File: src/rtl/window_3x3_gen.sv
// window_3x3_gen
//  Builds a 3x3 pixel window for each incoming pixel from the current-row pixel
//  and the two delayed-row taps of the line shifter. It aligns data0 with the
//  taps, replicates or zeroes the top rows and the left/right columns, and emits
//  one extra flush window after each line. As a result, de_o is high for as many
//  cycles per line as de_i.
//  Compile-time option: define BORDER_ZERO_EN to force out-of-frame rows and
//  columns to zero instead of replicating the nearest valid pixel.
module window_3x3_gen #(
    parameter int DW      = 8,
    parameter int TAP_LAT = 2,
    parameter int CW      = 11
) (
    input  logic          clk,
    input  logic          rst_n,
    input  logic          vs_i,
    input  logic          de_i,
    input  logic [DW-1:0] data0_i,
    input  logic [DW-1:0] data1_i,
    input  logic [DW-1:0] data2_i,
    output logic          vs_o,
    output logic          de_o,
    output logic [DW-1:0] m11_o,
    output logic [DW-1:0] m12_o,
    output logic [DW-1:0] m13_o,
    output logic [DW-1:0] m21_o,
    output logic [DW-1:0] m22_o,
    output logic [DW-1:0] m23_o,
    output logic [DW-1:0] m31_o,
    output logic [DW-1:0] m32_o,
    output logic [DW-1:0] m33_o
);

    // ------------------------------------------------------------------
    // Align stage: data0/de/vs delayed TAP_LAT cycles to line up with taps
    // ------------------------------------------------------------------
    logic [DW-1:0] d0_dly_q [TAP_LAT];
    logic          de_dly_q [TAP_LAT];
    logic          vs_dly_q [TAP_LAT];

    logic [DW-1:0] data0_a;
    logic          de_a;
    logic          vs_a;

    assign data0_a = d0_dly_q[TAP_LAT-1];
    assign de_a    = de_dly_q[TAP_LAT-1];
    assign vs_a    = vs_dly_q[TAP_LAT-1];

    // Delay line for the current-row pixel and its strobes
    always_ff @(posedge clk or negedge rst_n) begin
        if (!rst_n) begin
            for (int i = 0; i < TAP_LAT; i++) begin
                d0_dly_q[i] <= '0;
                de_dly_q[i] <= 1'b0;
                vs_dly_q[i] <= 1'b0;
            end
        end else begin
            d0_dly_q[0] <= data0_i;
            de_dly_q[0] <= de_i;
            vs_dly_q[0] <= vs_i;
            for (int i = 1; i < TAP_LAT; i++) begin
                d0_dly_q[i] <= d0_dly_q[i-1];
                de_dly_q[i] <= de_dly_q[i-1];
                vs_dly_q[i] <= vs_dly_q[i-1];
            end
        end
    end

    // ------------------------------------------------------------------
    // Line / frame bookkeeping
    // ------------------------------------------------------------------
    logic          vs_a1_q;        // vs_a one cycle later (edge detect, vs_o chain)
    logic          vs_o_q;
    logic          de_a1_q;        // a column was shifted into the pipe last cycle
    logic [CW-1:0] col_cnt_q;      // columns shifted into the pipe this line
    logic [CW-1:0] col_cnt_d;
    logic [1:0]    row_cnt_q;      // completed lines this frame, saturating at 2
    logic [1:0]    row_cnt_d;
    logic          flush_q;        // this cycle produces the trailing flush window
    logic          flush_d;
    logic          flush_single_q; // the line being flushed had only one pixel
    logic          flush_single_d;

    logic          vs_rise;
    logic          de_fall;
    logic [1:0]    row_eff;        // row count seen by the column being formed

    assign vs_rise = vs_a & ~vs_a1_q;
    assign de_fall = de_a1_q & ~de_a;
    // A frame start mid-line takes effect on the very column that sees it
    assign row_eff = vs_rise ? 2'd0 : row_cnt_q;

    // Next-state logic for the column/row counters and flush control
    always_comb begin
        col_cnt_d      = '0;
        row_cnt_d      = row_cnt_q;
        flush_d        = de_fall;
        flush_single_d = (col_cnt_q == CW'(1));

        if (de_a) begin
            if (col_cnt_q == {CW{1'b1}}) begin
                col_cnt_d = col_cnt_q;
            end else begin
                col_cnt_d = col_cnt_q + CW'(1);
            end
        end

        if (vs_rise) begin
            row_cnt_d = 2'd0;
        end else if (de_fall && (row_cnt_q != 2'd2)) begin
            row_cnt_d = row_cnt_q + 2'd1;
        end
    end

    // Bookkeeping registers
    always_ff @(posedge clk or negedge rst_n) begin
        if (!rst_n) begin
            vs_a1_q        <= 1'b0;
            vs_o_q         <= 1'b0;
            de_a1_q        <= 1'b0;
            col_cnt_q      <= '0;
            row_cnt_q      <= 2'd0;
            flush_q        <= 1'b0;
            flush_single_q <= 1'b0;
        end else begin
            vs_a1_q        <= vs_a;
            vs_o_q         <= vs_a1_q;
            de_a1_q        <= de_a;
            col_cnt_q      <= col_cnt_d;
            row_cnt_q      <= row_cnt_d;
            flush_q        <= flush_d;
            flush_single_q <= flush_single_d;
        end
    end

    // ------------------------------------------------------------------
    // Vertical edge handling: build the new column (index 0 = oldest row)
    // ------------------------------------------------------------------
    logic [DW-1:0] col_new [3];

    // Substitute missing upper rows while the frame's first two lines stream in
    always_comb begin
        col_new[0] = data2_i;
        col_new[1] = data1_i;
        col_new[2] = data0_a;
        if (row_eff == 2'd0) begin
`ifdef BORDER_ZERO_EN
            col_new[0] = '0;
            col_new[1] = '0;
`else
            col_new[0] = data0_a;
            col_new[1] = data0_a;
`endif
        end else if (row_eff == 2'd1) begin
`ifdef BORDER_ZERO_EN
            col_new[0] = '0;
`else
            col_new[0] = data1_i;
`endif
        end
    end

    // ------------------------------------------------------------------
    // Column pipe: pipe_q[stage][row], stage 0 holds the newest column
    // ------------------------------------------------------------------
    logic [DW-1:0] pipe_q [3][3];

    // Shift one column in per aligned pixel
    always_ff @(posedge clk or negedge rst_n) begin
        if (!rst_n) begin
            for (int s = 0; s < 3; s++) begin
                for (int r = 0; r < 3; r++) begin
                    pipe_q[s][r] <= '0;
                end
            end
        end else if (de_a) begin
            for (int r = 0; r < 3; r++) begin
                pipe_q[2][r] <= pipe_q[1][r];
                pipe_q[1][r] <= pipe_q[0][r];
                pipe_q[0][r] <= col_new[r];
            end
        end
    end

    // ------------------------------------------------------------------
    // Window selection
    //  Normal: newest column is c, window centred on c-1 -> stages 2/1/0.
    //  Flush : no new column arrived, centre is the last column (stage 0).
    // ------------------------------------------------------------------
    logic          out_norm;
    logic          win_valid;
    logic          left_edge;
    logic [DW-1:0] left_w   [3];
    logic [DW-1:0] centre_w [3];
    logic [DW-1:0] right_w  [3];

    assign out_norm  = de_a1_q && (col_cnt_q >= CW'(2));
    assign win_valid = out_norm | flush_q;
    // Centre is column 0 when the pipe has just received column 1, or when a
    // single-pixel line is being flushed
    assign left_edge = flush_q ? flush_single_q : (col_cnt_q == CW'(2));

    genvar gi;
    generate
        for (gi = 0; gi < 3; gi++) begin : g_row
            logic [DW-1:0] edge_val;

            assign centre_w[gi] = flush_q ? pipe_q[0][gi] : pipe_q[1][gi];
`ifdef BORDER_ZERO_EN
            assign edge_val = '0;
`else
            assign edge_val = centre_w[gi];
`endif
            assign right_w[gi] = flush_q ? edge_val : pipe_q[0][gi];
            assign left_w[gi]  = left_edge ? edge_val
                               : (flush_q ? pipe_q[1][gi] : pipe_q[2][gi]);
        end
    endgenerate

    // ------------------------------------------------------------------
    // Output registers: m_q[row][col]; window held while de_o is low
    // ------------------------------------------------------------------
    logic [DW-1:0] m_q [3][3];
    logic          de_o_q;

    // Capture a new window only when one is valid
    always_ff @(posedge clk or negedge rst_n) begin
        if (!rst_n) begin
            de_o_q <= 1'b0;
            for (int r = 0; r < 3; r++) begin
                for (int c = 0; c < 3; c++) begin
                    m_q[r][c] <= '0;
                end
            end
        end else begin
            de_o_q <= win_valid;
            if (win_valid) begin
                for (int r = 0; r < 3; r++) begin
                    m_q[r][0] <= left_w[r];
                    m_q[r][1] <= centre_w[r];
                    m_q[r][2] <= right_w[r];
                end
            end
        end
    end

    assign vs_o  = vs_o_q;
    assign de_o  = de_o_q;
    assign m11_o = m_q[0][0];
    assign m12_o = m_q[0][1];
    assign m13_o = m_q[0][2];
    assign m21_o = m_q[1][0];
    assign m22_o = m_q[1][1];
    assign m23_o = m_q[1][2];
    assign m31_o = m_q[2][0];
    assign m32_o = m_q[2][1];
    assign m33_o = m_q[2][2];

endmodule

File: config.mk
export PLATFORM = sky130hd
export DESIGN_NAME = window_3x3_gen
export DESIGN_NICKNAME = d
export VERILOG_FILES = /design/src/rtl/window_3x3_gen.sv
export SDC_FILE = /design/constraint.sdc
export NUM_CORES = 1
export LEC_CHECK = 0
export CAP_MARGIN = 20
export CORE_MARGIN = 1
export CORE_UTILIZATION = 50
export CTS_BUF_LIST = sky130_fd_sc_hd__clkbuf_16
export CTS_CLUSTER_SIZE = 8
export DETAILED_ROUTE_END_ITERATION = 10
export PLACE_DENSITY = 0.73
export SYNTH_ARGS = -nofsm -noshare
export SYNTH_HDL_FRONTEND = slang
export SYNTH_SLANG_ARGS = --single-unit
File: constraint.sdc
create_clock -name clk -period 3.2 [get_ports clk]
set_input_delay 0.64 -clock clk [delete_from_list [all_inputs] [get_ports clk]]
set_output_delay 0.64 -clock clk [all_outputs]
set_load 0.01 [all_outputs]
# Word-level counts from Yosys, hierarchy flattened
# Index checks and enable logic that the tools add are counted.
# classes
magnitude_cmp,1
bitwise,5
n_addsub,2
reduce_logical,4
eq_ne,6
mux,21
# op_table
cell,count
$mux W8,15
$mux W11,2
$add A11 B1 Y11 const B,1
$eq A11 B1 Y1 const B,1
$eq A11 B11 Y1 const B,1
$eq A11 B2 Y1 const B,1
$ge A11 B2 Y1 const B,1
$mux W2,3
$ne A2 B2 Y1 const B,2
$add A2 B1 Y2 const B,1
$and A1 B1 Y1,2
$eq A2 B1 Y1 const B,1
$logic_and A1 B1 Y1,2
$logic_not A2 Y1,1
$not A1 Y1,2
$reduce_bool A2 Y1,1
$mux W1,1
$or A1 B1 Y1,1
# word_totals
in_bits,28
reg_bits,183
output_inout_bits,74
word_cells,71

# Logic depth before layout (Yosys ltp)
# Gate-level depths: netlist (run 1).
# depth
depth_word,6
mapped_depth,8
depth_no_buf,6

# Least setup slack after synthesis (run 1)
# No wires, ideal clock.
# synth_timing
path_type,reg-to-reg
startpoint,reg col_cnt_q[3]
endpoint,reg m_q (netlist bit m13_o[6])
path_stages_with_launch,7
setup_time_ns,0.127
arrival_ns,2.160
required_time_ns,3.073
setup_slack_ns,0.913
n_path_buf,2
synth_period_minus_slack_ns,2.287
cell_sequence,dfrtp_1 > or4_1 > o41ai_4 > and2_1 > buf_4 > buf_4 > mux2_1
# synth_via
elab_chain_len,3
# synth_lines
element,line,rtl
from (decl),75,logic [CW-1:0] col_cnt_q;
from (signal assigned),129,col_cnt_q <= col_cnt_d;
$ge A11 B2 Y1,197,assign out_norm = de_a1_q && (col_cnt_q >= CW'(2));
$logic_and A1 B1 Y1,197,
$or A1 B1 Y1,198,assign win_valid = out_norm | flush_q;
"to (signal, indexed assignment)",239,m_q[r][0] <= left_w[r];
"to (signal, indexed assignment)",240,m_q[r][1] <= centre_w[r];
"to (signal, indexed assignment)",241,m_q[r][2] <= right_w[r];
to (decl),223,logic [DW-1:0] m_q [3][3];
# No other way between the ends.
# A chain may end at the register's enable or synchronous reset.

# Final worst setup path (run 1)
# layout_timing
startpoint,reg col_cnt_q[3]
endpoint,reg m_q (netlist bit m13_o[4])
# The elaborated chain is that of the path after synthesis.

==> flow_summary.json, run 1 <==
{
  "yosysWarnings": 0,
  "nets": 806,
  "cp.required_ns": 3.51,
  "grt_pass1_wl_mm": 30.40,
  "crit_path_max_fanout": 17,
  "drive_gt1_frac": 0.1449,
  "placementRows": 46,
  "synthSimpleGateAreaFrac": 0.09672,
  "route.met2.wl_mm": 8.821,
  "startpoint_type": "flop",
  "synth.cell_area_um2": 8046,
  "finalHoldViolCount": 0,
  "cts_sinks": 183,
  "period_share": 0.7719,
  "vias_per_cell": 5.838,
  "rrSetupSlack_ns": 0.73,
  "synth_top_family_by_area": "multiplexers",
  "path_clk_slew_ns": 0.07,
  "cts_tree": "yes",
  "rsz0062_at_grt": "false",
  "cellLeakagePower_nw": 4.188,
  "wl_met1_mm": 8.560,
  "worstMarginPinSlew_ns": 0.8599,
  "dpl.hpwl_mm": 12.40,
  "h-tree-depth": 4,
  "vdd_drop_max_mv": 0.4164,
  "synth.most_common_cell": "dfrtp_1",
  "slew_headroom": 0.4246,
  "holdBufCountCts": 0,
  "crit_path_top_delay_cell": "or4_1",
  "critical_path_class": "flop to flop",
  "start_util": 0.5102,
  "post-route-drc-count": 0,
  "ys_seq_area_frac": 0.5691,
  "crit_path_end_kind": "flop",
  "ys.flop_type": "dfrtp_1",
  "routed.top_layer": "met4",
  "dp.cells": 971,
  "synth_area_leaders": "dfrtp_1 (57%), mux2_2 (8.3%), mux2i_1 (7.1%), nand3_1 (3.2%), o31ai_1 (3.1%)",
  "ctsResizeCount": 0,
  "async_flop_share": 1.000,
  "clock_latency_ns": 0.44,
  "cap_violations": 0,
  "num-fill-cells": 1260,
  "routed-via-count": 5856,
  "antenna_left": 0,
  "grtUsageTotal": 0.2415,
  "wl_met3_mm": 1.067,
  "area_delta_synth_final_pct": 23.34,
  "numCtsBuffers": 17,
  "grt.overflow.total": 0,
  "clock_path_buffers": 2,
  "ys_types": 39,
  "cts_root_buffer": "clkbuf_16",
  "place_congestion": 0.8817,
  "die_h_um": 128.9,
  "synth_cells": 690,
  "coreArea_um2": 15770,
  "syn_nets": 722,
  "status": "finished, final reports clean",
  "reg2reg_depth": 5,
  "fp.dieW_um": 128.9,
  "setup_violations": 0,
  "synthAdderAreaFrac": 0.006220,
  "cts_setup_buffers": 0,
  "wl_per_cell_um": 18.61,
  "avgSynthCellArea_um2": 11.66,
  "p_per_area_nw_per_um2": 775.3,
  "grt_pass1_vias": 5745,
  "dieArea_um2": 16600,
  "ys_ff_latch": 183,
  "dr.pass1.iters": 6,
  "synth-compound-area-share": 0.1036,
  "tns_ns": 0,
  "worst_ep_arrival_time_ns": 2.79,
  "total_power_mw": 7.694,
  "worstPathCellList": "or4_1 -> o41ai_4 -> and2_2 -> buf_4 -> mux2_1",
  "muxShareOfSynthArea": 0.1829,
  "yosysTopAreaCell": "dfrtp_1",
  "drv_slew": 0,
  "synthTopCellsByCount": "dfrtp_1 (183), nor2_1 (60), mux2_2 (59)",
  "drt_iter0_drc": 416,
  "hold_path_class": "primary input to asynchronous set/reset pin",
  "max_freq_mhz": 404.8,
  "yosys.area_share.xor_xnor": 0.004354,
  "totalWireLength_mm": 18.67,
  "instances_no_fill": 1003,
  "grt_max_degree": 67,
  "synth_edf_count": 0,
  "cp_slowest_stage_delay_ns": 0.66,
  "clock_skew_ns": 0.008495,
  "antenna_found_initial": 0,
  "antenna_cells": 0,
  "fin_crit_ns": 2.470,
  "yosysTopAreaCellShare": 0.5691,
  "io_buffer_count": 101,
  "ios": 102
}
## sequential cells by signal, indices dropped and copies added, names as in the netlist, 2 cells and up
register and flops:
m21_o 8, m22_o 8, row_cnt_q 2, d0_dly_q 8
data0_a 8, col_cnt_q 11, m31_o 8, m13_o 8
m11_o 8, m32_o 8, m23_o 8, m12_o 8
m33_o 8, pipe_q 72
## cell families after synthesis
group / after synthesis
simple gates: 173
fa+ha+maj: 4
flops: 183
compound gates: 119
mux: 137
xor+xnor: 4
buf+inv: 70
## power breakdown
part	leakage, nW	total [mW]	internal, mW	switching [mW]
registers	2.18	3.43	2.89	0.547
logic	1.69	1.96	1.12	0.843
clock network	0.319	2.30	1.39	0.908
## routing by layer
metal,vias up,track usage
li1,2664,-
met1,2941,0.3409
met2,233,0.3781
met3,18,0.04782
met4,0,0.07474
met5,-,0
## final cells by class
type | count | area (um2) | share of cell area
Clock inverter | 15 | 225.2 | 0.02269
Timing Repair Buffer | 118 | 1177 | 0.1186
Tap cell | 216 | 270.3 | 0.02723
Clock buffer | 17 | 425.4 | 0.04286
Multi-Input combinational cell | 437 | 3181 | 0.3205
Sequential cell | 183 | 4582 | 0.4617
Inverter | 17 | 63.81 | 0.006430
## worst max-delay path, delay by kind of cell (launching register included)
family	cells	cell delay [ns]
AO/OA/AOI/OAI	1	0.39
buffers and inverters	1	0.24
flip-flops	1	0.44
multiplexers	1	0.35
AND/OR/NAND/NOR	2	0.92
## placed cells by master (no fill, tap or decap), types with 3 or more instances in the layout
master             n
a21oi_1           12
a31oi_1            8
and3_1             4
buf_12             3
buf_4             14
bufinv_16          5
clkbuf_16         17
clkdlybuf4s50_1  100
dfrtp_1          181
ha_1               4
inv_1             18
inv_6              3
mux2_1            21
mux2_2            59
mux2i_1           57
nand2_1           37
nand2b_1           3
nand3_1           52
nor2_1            60
nor2b_1            4
nor3_1             3
o21ai_0           28
o22ai_1            8
o31ai_1           33
o41ai_1           23
or4_1              3
xnor2_1            3
## final timing paths
check,from,to
min in group clk,d0_dly_q[15],data0_a[7]
worst max register to register,col_cnt_q[3],m13_o[4]
max in group asynchronous,rst_n,m22_o[6]
worst max-delay path,col_cnt_q[3],m13_o[4]
worst min register to register,d0_dly_q[15],data0_a[7]
worst min-delay path,rst_n,m31_o[5]
## per-stage QoR
step,hold WS (ns),cell area (um2),worst slack (ns),utilization
5_1_grt,0.2522,9925,0.6553,0.6293
4_1_cts,0.2228,9925,0.7362,0.6293
6_report,0.1988,9925,0.7298,0.6293
3_3_place_gp,0.3317,9274,0.8299,0.5881
2_1_floorplan,0.3312,8046,0.9129,-
3_5_place_dp,0.3347,9274,0.7495,0.5881
Power figures use the tool's default switching activity.
==> run 2, diff against run 1 <==
==> constraint.sdc (replaced) <==
create_clock -name clk -period 2.3 [get_ports clk]
set_input_delay 0.46 -clock clk [delete_from_list [all_inputs] [get_ports clk]]
set_output_delay 0.46 -clock clk [all_outputs]
set_load 0.01 [all_outputs]
==> run 2 against run 1 <==
Net effect:
- critical path depth unchanged
- combinational power increased by 42%
- final cell count increased by 0.90%
- via count increased by 0.15%
- first-iteration DRC count increased by 21%
- clock power increased by 16%
- global-route usage increased by 0.059 points
- worst setup slack got worse by 0.67 ns
- critical endpoint is now m13_o[3]
- highest routed layer unchanged
==> flow_summary.json, run 2 (same netlist as run 1, synthesis figures left out) <==
{
  "grt.overflow.total": 0,
  "coreArea_um2": 15770,
  "cellLeakagePower_nw": 4.182,
  "drt_iter0_drc": 504,
  "start_util": 0.5102,
  "reg_top3": "pipe_q: 72 flops, col_cnt_q: 11 flops",
  "grt_max_degree": 61,
  "cp.required_ns": 2.61,
  "multiInputGateArea_um2": 3192,
  "top_register": "pipe_q",
  "nets": 817,
  "vdd_drop_max_mv": 0.5396,
  "area.sequential_um2": 4582,
  "die_h_um": 128.9,
  "cts_root_buffer": "clkbuf_16",
  "dieArea_um2": 16600,
  "critical_path_class": "flop to flop",
  "startpoint_type": "flop",
  "numCtsBuffers": 17,
  "dp.cells": 980,
  "grt_pass1_wl_mm": 30.50,
  "dr.pass1.iters": 5,
  "drv_slew": 0,
  "h-tree-depth": 4,
  "clock_skew_ns": 0.01220,
  "path_clk_slew_ns": 0.07,
  "max_freq_mhz": 446.7,
  "worstPathCellList": "or4_4 -> o41ai_4 -> and2_4 -> buf_12 -> mux2_1",
  "placementRows": 46,
  "final_cell_mix": "dfrtp_1 (181), clkdlybuf4s50_1 (100), nor2_1 (60)",
  "crit_path_top_delay_cell": "or4_4",
  "io_buffer_count": 101,
  "slew_headroom": 0.5329,
  "crit_path_end_kind": "flop",
  "antenna_cells": 0,
  "setup_violations": 0,
  "holdBufCountCts": 0,
  "cts_sinks": 183,
  "num-fill-cells": 1255,
  "grt_pass1_vias": 5805,
  "fin_crit_ns": 2.239,
  "worstMarginPinSlew_ns": 0.7006,
  "fp.dieW_um": 128.9,
  "largest_reg_flops": 72,
  "crit_path_max_fanout": 38,
  "rsz0062_at_grt": "true",
  "place_congestion": 0.8634,
  "final_common_cell": "dfrtp_1",
  "routed-via-count": 5865,
  "clock_path_buffers": 2,
  "drive_gt1_frac": 0.1583,
  "antenna_left": 0,
  "post-route-drc-count": 0,
  "finalHoldViolCount": 0,
  "antenna_found_initial": 0,
  "ios": 102,
  "status": "finished, final reports clean",
  "total_power_mw": 10.22,
  "totalWireLength_mm": 19.17,
  "area_delta_synth_final_pct": 23.48,
  "worst_ep_arrival_time_ns": 2.55,
  "vias_per_cell": 5.795,
  "cts_tree": "yes",
  "dpl.hpwl_mm": 12.69,
  "hold_path_class": "primary input to asynchronous set/reset pin",
  "instances_no_fill": 1012,
  "cap_violations": 0,
  "wl_per_cell_um": 18.94,
  "cp_slowest_stage_delay_ns": 0.57,
  "period_share": 0.9734,
  "p_per_area_nw_per_um2": 1028,
  "clock_latency_ns": 0.43,
  "grtUsageTotal": 0.2421
}
## run 2: layout make-up
type                            count  share of cell area
Clock inverter                     13             0.01020
Clock buffer                       17             0.04282
Tap cell                          216             0.02720
Inverter                           17            0.006422
Multi-Input combinational cell    437              0.3212
Timing Repair Buffer              129              0.1310
Sequential cell                   183              0.4612
## run 2: metal layers
| metal | vias up | track usage | share of wire |
|---|---|---|---|
| met5 | - | 0 | 0 |
| met4 | 0 | 0.07751 | 0.018 |
| met3 | 31 | 0.04865 | 0.052 |
| met2 | 230 | 0.3822 | 0.48 |
| met1 | 2928 | 0.3377 | 0.45 |
| li1 | 2676 | - | - |
## run 2: where the power goes
part	leakage (nW)	internal, mW	switching, mW
clock network	0.244	1.38	1.28
registers	2.18	4.02	0.764
logic	1.76	1.58	1.19
## run 2: worst max-delay path: cells and delay by family, from the launching register on
family,cells,cell delay [ns]
mux,1,0.35
flops,1,0.38
compound gates,1,0.38
simple gates,2,0.80
buf+inv,1,0.20
## run 2: final timing paths
| path | endpoint | startpoint | slack (ns) | cells after the start |
|---|---|---|---|---|
| hold / removal | pipe_q[28] | rst_n | 0.003 | 1 |
| hold reg to reg | data0_a[1] | d0_dly_q[9] | 0.35 | 0 |
| min in group clk | data0_a[1] | d0_dly_q[9] | 0.35 | 0 |
| setup reg to reg | m13_o[3] | col_cnt_q[3] | 0.06 | 5 |
| setup / recovery | m13_o[3] | col_cnt_q[3] | 0.06 | 5 |
| max in group asynchronous | pipe_q[44] | rst_n | 1.57 | 2 |
## run 2: stage by stage
stage	setup WS [ns]	area, um2	hold slack, ns	utilization	setup TNS, ns
2_1_floorplan	0.01287	8046	0.1644	-	0
3_3_place_gp	0.06364	9379	0.3315	0.5947	0
3_5_place_dp	0.01198	9379	0.3363	0.5947	0
4_1_cts	0.004754	9906	0.01473	0.6281	0
5_1_grt	-0.01984	9936	0.03321	0.6300	-0.07463
6_report	0.06129	9936	0.003382	0.6300	0
## run 2: timing repair
action,4_1_cts,5_1_grt
setup buffers,0,2
endpoints found under the setup margin,0,60
resized for setup,0,5
